## config.mk

```make
export PLATFORM = sky130hd
export DESIGN_NAME = gin_bus_dispatcher
export DESIGN_NICKNAME = d
export VERILOG_FILES = /design/src/rtl/gin_bus_dispatcher_pkg.sv /design/src/rtl/gin_dispatch_fifo.sv /design/src/rtl/gin_bus_dispatcher.sv
export SDC_FILE = /design/constraint.sdc
export NUM_CORES = 1
export LEC_CHECK = 0
export ABC_AREA = 1
export CAP_MARGIN = 20
export CORE_MARGIN = 4
export CORE_UTILIZATION = 49
export DETAILED_ROUTE_END_ITERATION = 8
export MAX_ROUTING_LAYER = met4
export PLACE_DENSITY = 0.76
export SYNTH_ARGS = -nofsm -noshare
export SYNTH_HDL_FRONTEND = slang
export SYNTH_SLANG_ARGS = --single-unit
```

## constraint.sdc

```tcl
create_clock -name clk -period 2.75 [get_ports clk]
set_input_delay 0.55 -clock clk [delete_from_list [all_inputs] [get_ports clk]]
set_output_delay 0.55 -clock clk [all_outputs]
set_load 0.005 [all_outputs]
```

## src/rtl/gin_bus_dispatcher_pkg.sv

```systemverilog
// Shared types for the GIN bus dispatcher.
// State encoding and packet width helper.
package gin_bus_dispatcher_pkg;

  localparam logic [1:0] ST_IDLE   = 2'd0;
  localparam logic [1:0] ST_DRAIN  = 2'd1;
  localparam logic [1:0] ST_CONFIG = 2'd2;
  localparam logic [1:0] ST_RUN    = 2'd3;

  typedef enum logic [1:0] {
    IDLE   = ST_IDLE,
    DRAIN  = ST_DRAIN,
    CONFIG = ST_CONFIG,
    RUN    = ST_RUN
  } state_t;

  function automatic int pkt_width(
    input int value_len,
    input int id_len
  );
    return value_len + id_len + 1;
  endfunction

endpackage

```

## src/rtl/gin_dispatch_fifo.sv

```systemverilog
// Synchronous FIFO, power-of-2 depth.
// Ports: push/wdata, pop/rdata (head), full, empty, count.
module gin_dispatch_fifo #(
  parameter int WIDTH = 37,
  parameter int DEPTH = 4
) (
  input  logic                       clk,
  input  logic                       rst,
  input  logic                       push,
  input  logic [WIDTH-1:0]           wdata,
  input  logic                       pop,
  output logic [WIDTH-1:0]           rdata,
  output logic                       full,
  output logic                       empty,
  output logic [$clog2(DEPTH):0]     count
);

  localparam int AW = $clog2(DEPTH);
  localparam int CW = AW + 1;

  logic [WIDTH-1:0] mem [DEPTH];
  logic [AW-1:0]    wr_ptr;
  logic [AW-1:0]    rd_ptr;
  logic             do_push;
  logic             do_pop;

  assign full    = (count == CW'(DEPTH));
  assign empty   = (count == '0);
  assign do_push = push && !full;
  assign do_pop  = pop && !empty;
  assign rdata   = mem[rd_ptr];

  always_ff @(posedge clk) begin
    if (do_push) mem[wr_ptr] <= wdata;
  end

  always_ff @(posedge clk or posedge rst) begin
    if (rst) begin
      wr_ptr <= '0;
      rd_ptr <= '0;
      count  <= '0;
    end else begin
      if (do_push) wr_ptr <= wr_ptr + AW'(1);
      if (do_pop)  rd_ptr <= rd_ptr + AW'(1);
      if (do_push && !do_pop)
        count <= count + CW'(1);
      else if (do_pop && !do_push)
        count <= count - CW'(1);
    end
  end

endmodule

```

## src/rtl/gin_bus_dispatcher.sv

```systemverilog
// Programs a GIN row's ID scan chain, then streams packets onto the bus.
// Ports: cfg_* (ID programming), in_* (packets), bus_* (GIN bus), busy.
module gin_bus_dispatcher
  import gin_bus_dispatcher_pkg::*;
#(
  parameter int MASTER_NUMS = 14,
  parameter int ID_LEN      = 5,
  parameter int VALUE_LEN   = 32,
  parameter int FIFO_DEPTH  = 4
) (
  input  logic                                  clk,
  input  logic                                  rst,
  input  logic                                  cfg_start,
  input  logic                                  cfg_id_valid,
  input  logic [ID_LEN-1:0]                     cfg_id_data,
  output logic                                  cfg_id_ready,
  output logic                                  cfg_done,
  input  logic                                  in_valid,
  input  logic [ID_LEN-1:0]                     in_tag,
  input  logic [VALUE_LEN-1:0]                  in_value,
  output logic                                  in_ready,
  output logic [pkt_width(VALUE_LEN,ID_LEN)-1:0] bus_enable_tag_value,
  input  logic                                  bus_ready,
  output logic                                  bus_set_id,
  output logic [ID_LEN-1:0]                     bus_id_scan,
  output logic                                  busy
);

  localparam int DW  = VALUE_LEN + ID_LEN;
  localparam int CNW = (MASTER_NUMS > 1) ? $clog2(MASTER_NUMS) : 1;
  localparam int FCW = $clog2(FIFO_DEPTH) + 1;

  state_t           state;
  logic [CNW-1:0]   cfg_cnt;
  logic             cfg_last;
  logic             beat;
  logic             push;
  logic             pop;
  logic             bus_en;
  logic             full;
  logic             empty;
  logic [FCW-1:0]   count;
  logic [DW-1:0]    head;

  // cfg_last blocks further beats while the final strobe is on the chain.
  assign cfg_id_ready = (state == CONFIG) && !cfg_last;
  assign beat         = cfg_id_valid && cfg_id_ready;
  assign in_ready     = (state == RUN) && !full;
  assign push         = in_valid && in_ready;
  assign bus_en       = !empty && ((state == RUN) || (state == DRAIN));
  assign pop          = bus_en && bus_ready;
  assign busy         = (state != RUN);

  assign bus_enable_tag_value = bus_en ? {1'b1, head} : '0;

  gin_dispatch_fifo #(
    .WIDTH (DW),
    .DEPTH (FIFO_DEPTH)
  ) u_fifo (
    .clk   (clk),
    .rst   (rst),
    .push  (push),
    .wdata ({in_tag, in_value}),
    .pop   (pop),
    .rdata (head),
    .full  (full),
    .empty (empty),
    .count (count)
  );

  always_ff @(posedge clk or posedge rst) begin
    if (rst) begin
      state       <= IDLE;
      cfg_cnt     <= '0;
      cfg_last    <= 1'b0;
      cfg_done    <= 1'b0;
      bus_set_id  <= 1'b0;
      bus_id_scan <= '0;
    end else begin
      cfg_done    <= 1'b0;
      bus_set_id  <= beat;
      bus_id_scan <= beat ? cfg_id_data : '0;
      unique case (state)
        IDLE: begin
          if (cfg_start) state <= CONFIG;
        end
        RUN: begin
          // A same-cycle push must also be drained first.
          if (cfg_start)
            state <= (empty && !push) ? CONFIG : DRAIN;
        end
        DRAIN: begin
          if (empty || (pop && count == FCW'(1)))
            state <= CONFIG;
        end
        CONFIG: begin
          if (cfg_last) begin
            state    <= RUN;
            cfg_last <= 1'b0;
            cfg_done <= 1'b1;
          end else if (beat) begin
            if (cfg_cnt == CNW'(MASTER_NUMS - 1)) begin
              cfg_last <= 1'b1;
              cfg_cnt  <= '0;
            end else begin
              cfg_cnt <= cfg_cnt + CNW'(1);
            end
          end
        end
        default: state <= IDLE;
      endcase
    end
  end

endmodule

```

==> run_results.csv <==
group,metric,value,unit
run_status,status,"finished, final reports clean",
die,core_area,0.0135,mm²
die,start_util,50.8,%
sta,relSlewSlack,43.9,%
synthesis,synth.top_cell.area_share,65.1,%
layout,nets,727,
clock_tree,clk_pin_slew,60,ps
die,rows,42,
synthesis,synth_area,0.00683,mm²
layout,antennaDiodeCount,0,
flow_run,drv_cap,0,
place,postPlaceCellArea,0.00803,mm²
clock_tree,clock_latency,420,ps
sta,setup_ws,54.2,ps
synthesis,synthXorXnorAreaFrac,1.15,%
grt,grt_max_degree,61,
grt,grt-busiest-layer,"met2",
synthesis,syn_nets,618,
synthesis,synth.most_common_cell,"nor2_1",
place,gp_congestion,0.754,
critical_path,required,2200,ps
synthesis,ys_seq_elements,169,
power,power_density,1040,mW/mm²
die,design.die.area,0.0159,mm²
detailed_routing,routedWlPerCell,17.3,µm
grt,gr-usage-met3,5.33,%
detailed_routing,drc,0,
critical_path,cp_slowest_stage_delay,530,ps
sta,skew,6.99,ps
critical_path,critPathCaptureType,"primary output",
power,p_int,6160,µW
power,p_clk_share,25.5,%
layout,areaGrowthSynthToFinish,29.0,%
critical_path,crit_fanout,23,
clock_tree,cts_buffers,17,
critical_path,cpMaxStageDelayCell,"clkdlybuf4s50_1",
critical_path,crit_arrival,2150,ps
power,swShare,32.9,%
grt,overflow,0,
sta,timing.hold.ws,530,ps
sta,final.min_clock_period,2700,ps
place,port_buffers,95,
power,p_leak,0.00321,µW
place,dp_hpwl,8680,µm
grt,grt_pass1_vias,4485,
synthesis,synth-main-ff-cell,"edfxtp_1",
grt,grt_use_met1,23.2,%
critical_path,start_kind,"flip-flop",
die,ios,96,
synthesis,synth.area.top_cells,"edfxtp_1, nor2_1, dfrtp_1, o21ai_0, a21oi_1",
min_path,holdCritPathClass,"reg -> reg",
synthesis,synth_fa_ha_area_share,1.65,%
synthesis,postSynthCellCount,561,
sta,final_hold_viol_count,0,
sta,max_freq,371,MHz
synthesis,yosys_warnings,0,
detailed_routing,via_per_inst,5.23,
synthesis,synth_top_family_by_area,"simple AND/OR/NAND/NOR gates",
grt,grt_pass1_wl,23000,µm
sta,rsz0062_at_grt,"yes",
place,dp_cells,818,
synthesis,synthMuxAreaShare,0,%
place,dp_worst_setup_slack,266,ps
power,seq_power_share,35.4,%
power,power_frac_comb,39.1,%
clock_tree,cts_tree,"yes",
detailed_routing,drtIter0Drc,348,
synthesis,avgSynthCellArea,12.2,µm²
detailed_routing,wirelength,14800,µm
layout,instances_no_fill,859,
synthesis,synthArstFlopShare,12.4,%
sta,worst_pin_slew,841,ps
clock_tree,cts_sinks,169,
sta,slew_viol_final,0,
synthesis,yosysTopAreaCell,"edfxtp_1",
power,switching_power,3020,µW
clock_tree,h-tree-depth,4,
grt,grt_use_met2,31.1,%
sta,fin_crit_sh,98.0,%
synthesis,synth_edf_count,148,
synthesis,synth-compound-area-share,8.94,%
sta,finalSetupViolCount,0,
clock_tree,cts.path.max_buffers,2,
synthesis,synthTopCellsByCount,"nor2_1, edfxtp_1, o21ai_0, a21oi_1, o21ai_1",
clock_tree,postCtsHoldBufs,0,
critical_path,path_class,"reg -> out",
grt,antenna_found_initial,0,
grt,grt_usage,19.2,%
detailed_routing,drtPass1Iterations,7,
power,ir_drop,529,µV
synthesis,synth-simple-area-share,11.6,%
synthesis,synth-seq-area-share,72.8,%
critical_path,path_cells,"inv_1 > ha_2 > nand2_2 > nand2_2 > buf_8 > a21oi_1 > clkdlybuf4s50_1",
layout,drive_gt1_share,11.9,%
synthesis,synth.distinct_cells,26,
detailed_routing,postRouteAntennaNets,0,
detailed_routing,vias,4493,
layout,design_area,0.00881,mm²
critical_path,cpMostUsedCell,"nand2_2",
sta,tns,0,ps
die,die_w,126,µm
die,fp.dieH,126,µm
clock_tree,cts_root_buf,"clkbuf_16",
[power by group through the flow]
stage                     Sequential (µW)  Combinational (µW)  Clock, µW
final                                3250                3590       2340
after global routing                 3280                3980       2490
after CTS                            3250                3350       2380
after detailed placement             3300                3260          0
after global placement               3290                3170          0
after floorplan                      3280                1920          0
[registers in the layout (all words and copies together), names as in the netlist]
name / flops
u_fifo.mem: 148
bus_id_scan: 5
cfg_cnt: 4
u_fifo.count: 3
state: 2
u_fifo.rd_ptr: 2
u_fifo.wr_ptr: 2
bus_set_id: 1
cfg_done: 1
cfg_last: 1
[worst max-delay path: cells and delay by family, from the launching register on]
kind	cells	cell delay, ps
buf+inv	3	800
flops	1	370
fa+ha+maj	1	210
compound gates	1	170
simple gates	2	170
[layout make-up]
type,instances,area [µm²]
Inverter,27,111
Timing Repair Buffer,118,1260
Sequential cell,169,4970
Clock inverter,10,129
Fill cell,983,4650
Multi-Input combinational cell,337,1650
Tap cell,176,220
Clock buffer,22,454
[routing by layer]
metal	vias up	part of all wire, %	wire [µm]
met5	-	0	0
met4	0	1.7	246
met3	22	6.7	1000
met2	171	49	7350
met1	2146	42	6250
li1	2154	-	-
[cell usage in the layout (no fill, tap or decap), types with 9 or more instances in the layout]
cell             instances
a21oi_1                 30
a21oi_2                  9
buf_4                   12
clkbuf_16               20
clkdlybuf4s50_1         89
dfrtp_1                 19
edfxtp_1               148
inv_1                   21
nand2_1                 17
nor2_1                 163
o21ai_0                 44
o21ai_1                 36
[cells by family after synthesis]
| family | after synthesis |
|---|---|
| AOI/OAI and AO/OA | 120 |
| and+or+nand+nor | 199 |
| DFF | 169 |
| adders and majority gates | 9 |
| xor gates and xnor gates | 9 |
| buffers and inverters | 55 |
[final timing paths]
path | startpoint | to | slack, ps | cells past startpoint
worst max register to register | u_fifo.count[1] | u_fifo.count[2] | 730 | 10
worst max-delay path | u_fifo.count[1] | bus_enable_tag_value[16] | 50 | 7
max in group asynchronous | rst | u_fifo.rd_ptr[0] | 1580 | 2
min in group asynchronous | rst | bus_id_scan[1] | 600 | 2
worst min-delay path | cfg_cnt[1] | cfg_cnt[1] | 530 | 2
worst min register to register | cfg_cnt[1] | cfg_cnt[1] | 530 | 2
[per-stage QoR]
| step | utilization [%] | total power, µW |
|---|---|---|
| 3_5_place_dp | 59.7 | 6570 |
| 2_1_floorplan | - | 5200 |
| 3_3_place_gp | 59.7 | 6460 |
| 4_1_cts | 64.3 | 8990 |
| 5_1_grt | 65.5 | 9740 |
| 6_report | 65.5 | 9180 |
[what timing repair did]
item | in CTS | in global routing
cloned | 0 | 3
setup buffers | 1 | 5
gates resized for setup | 14 | 9
setup endpoints to repair | 37 | 33
pin swaps | 0 | 1
Power figures use the tool's default switching activity.
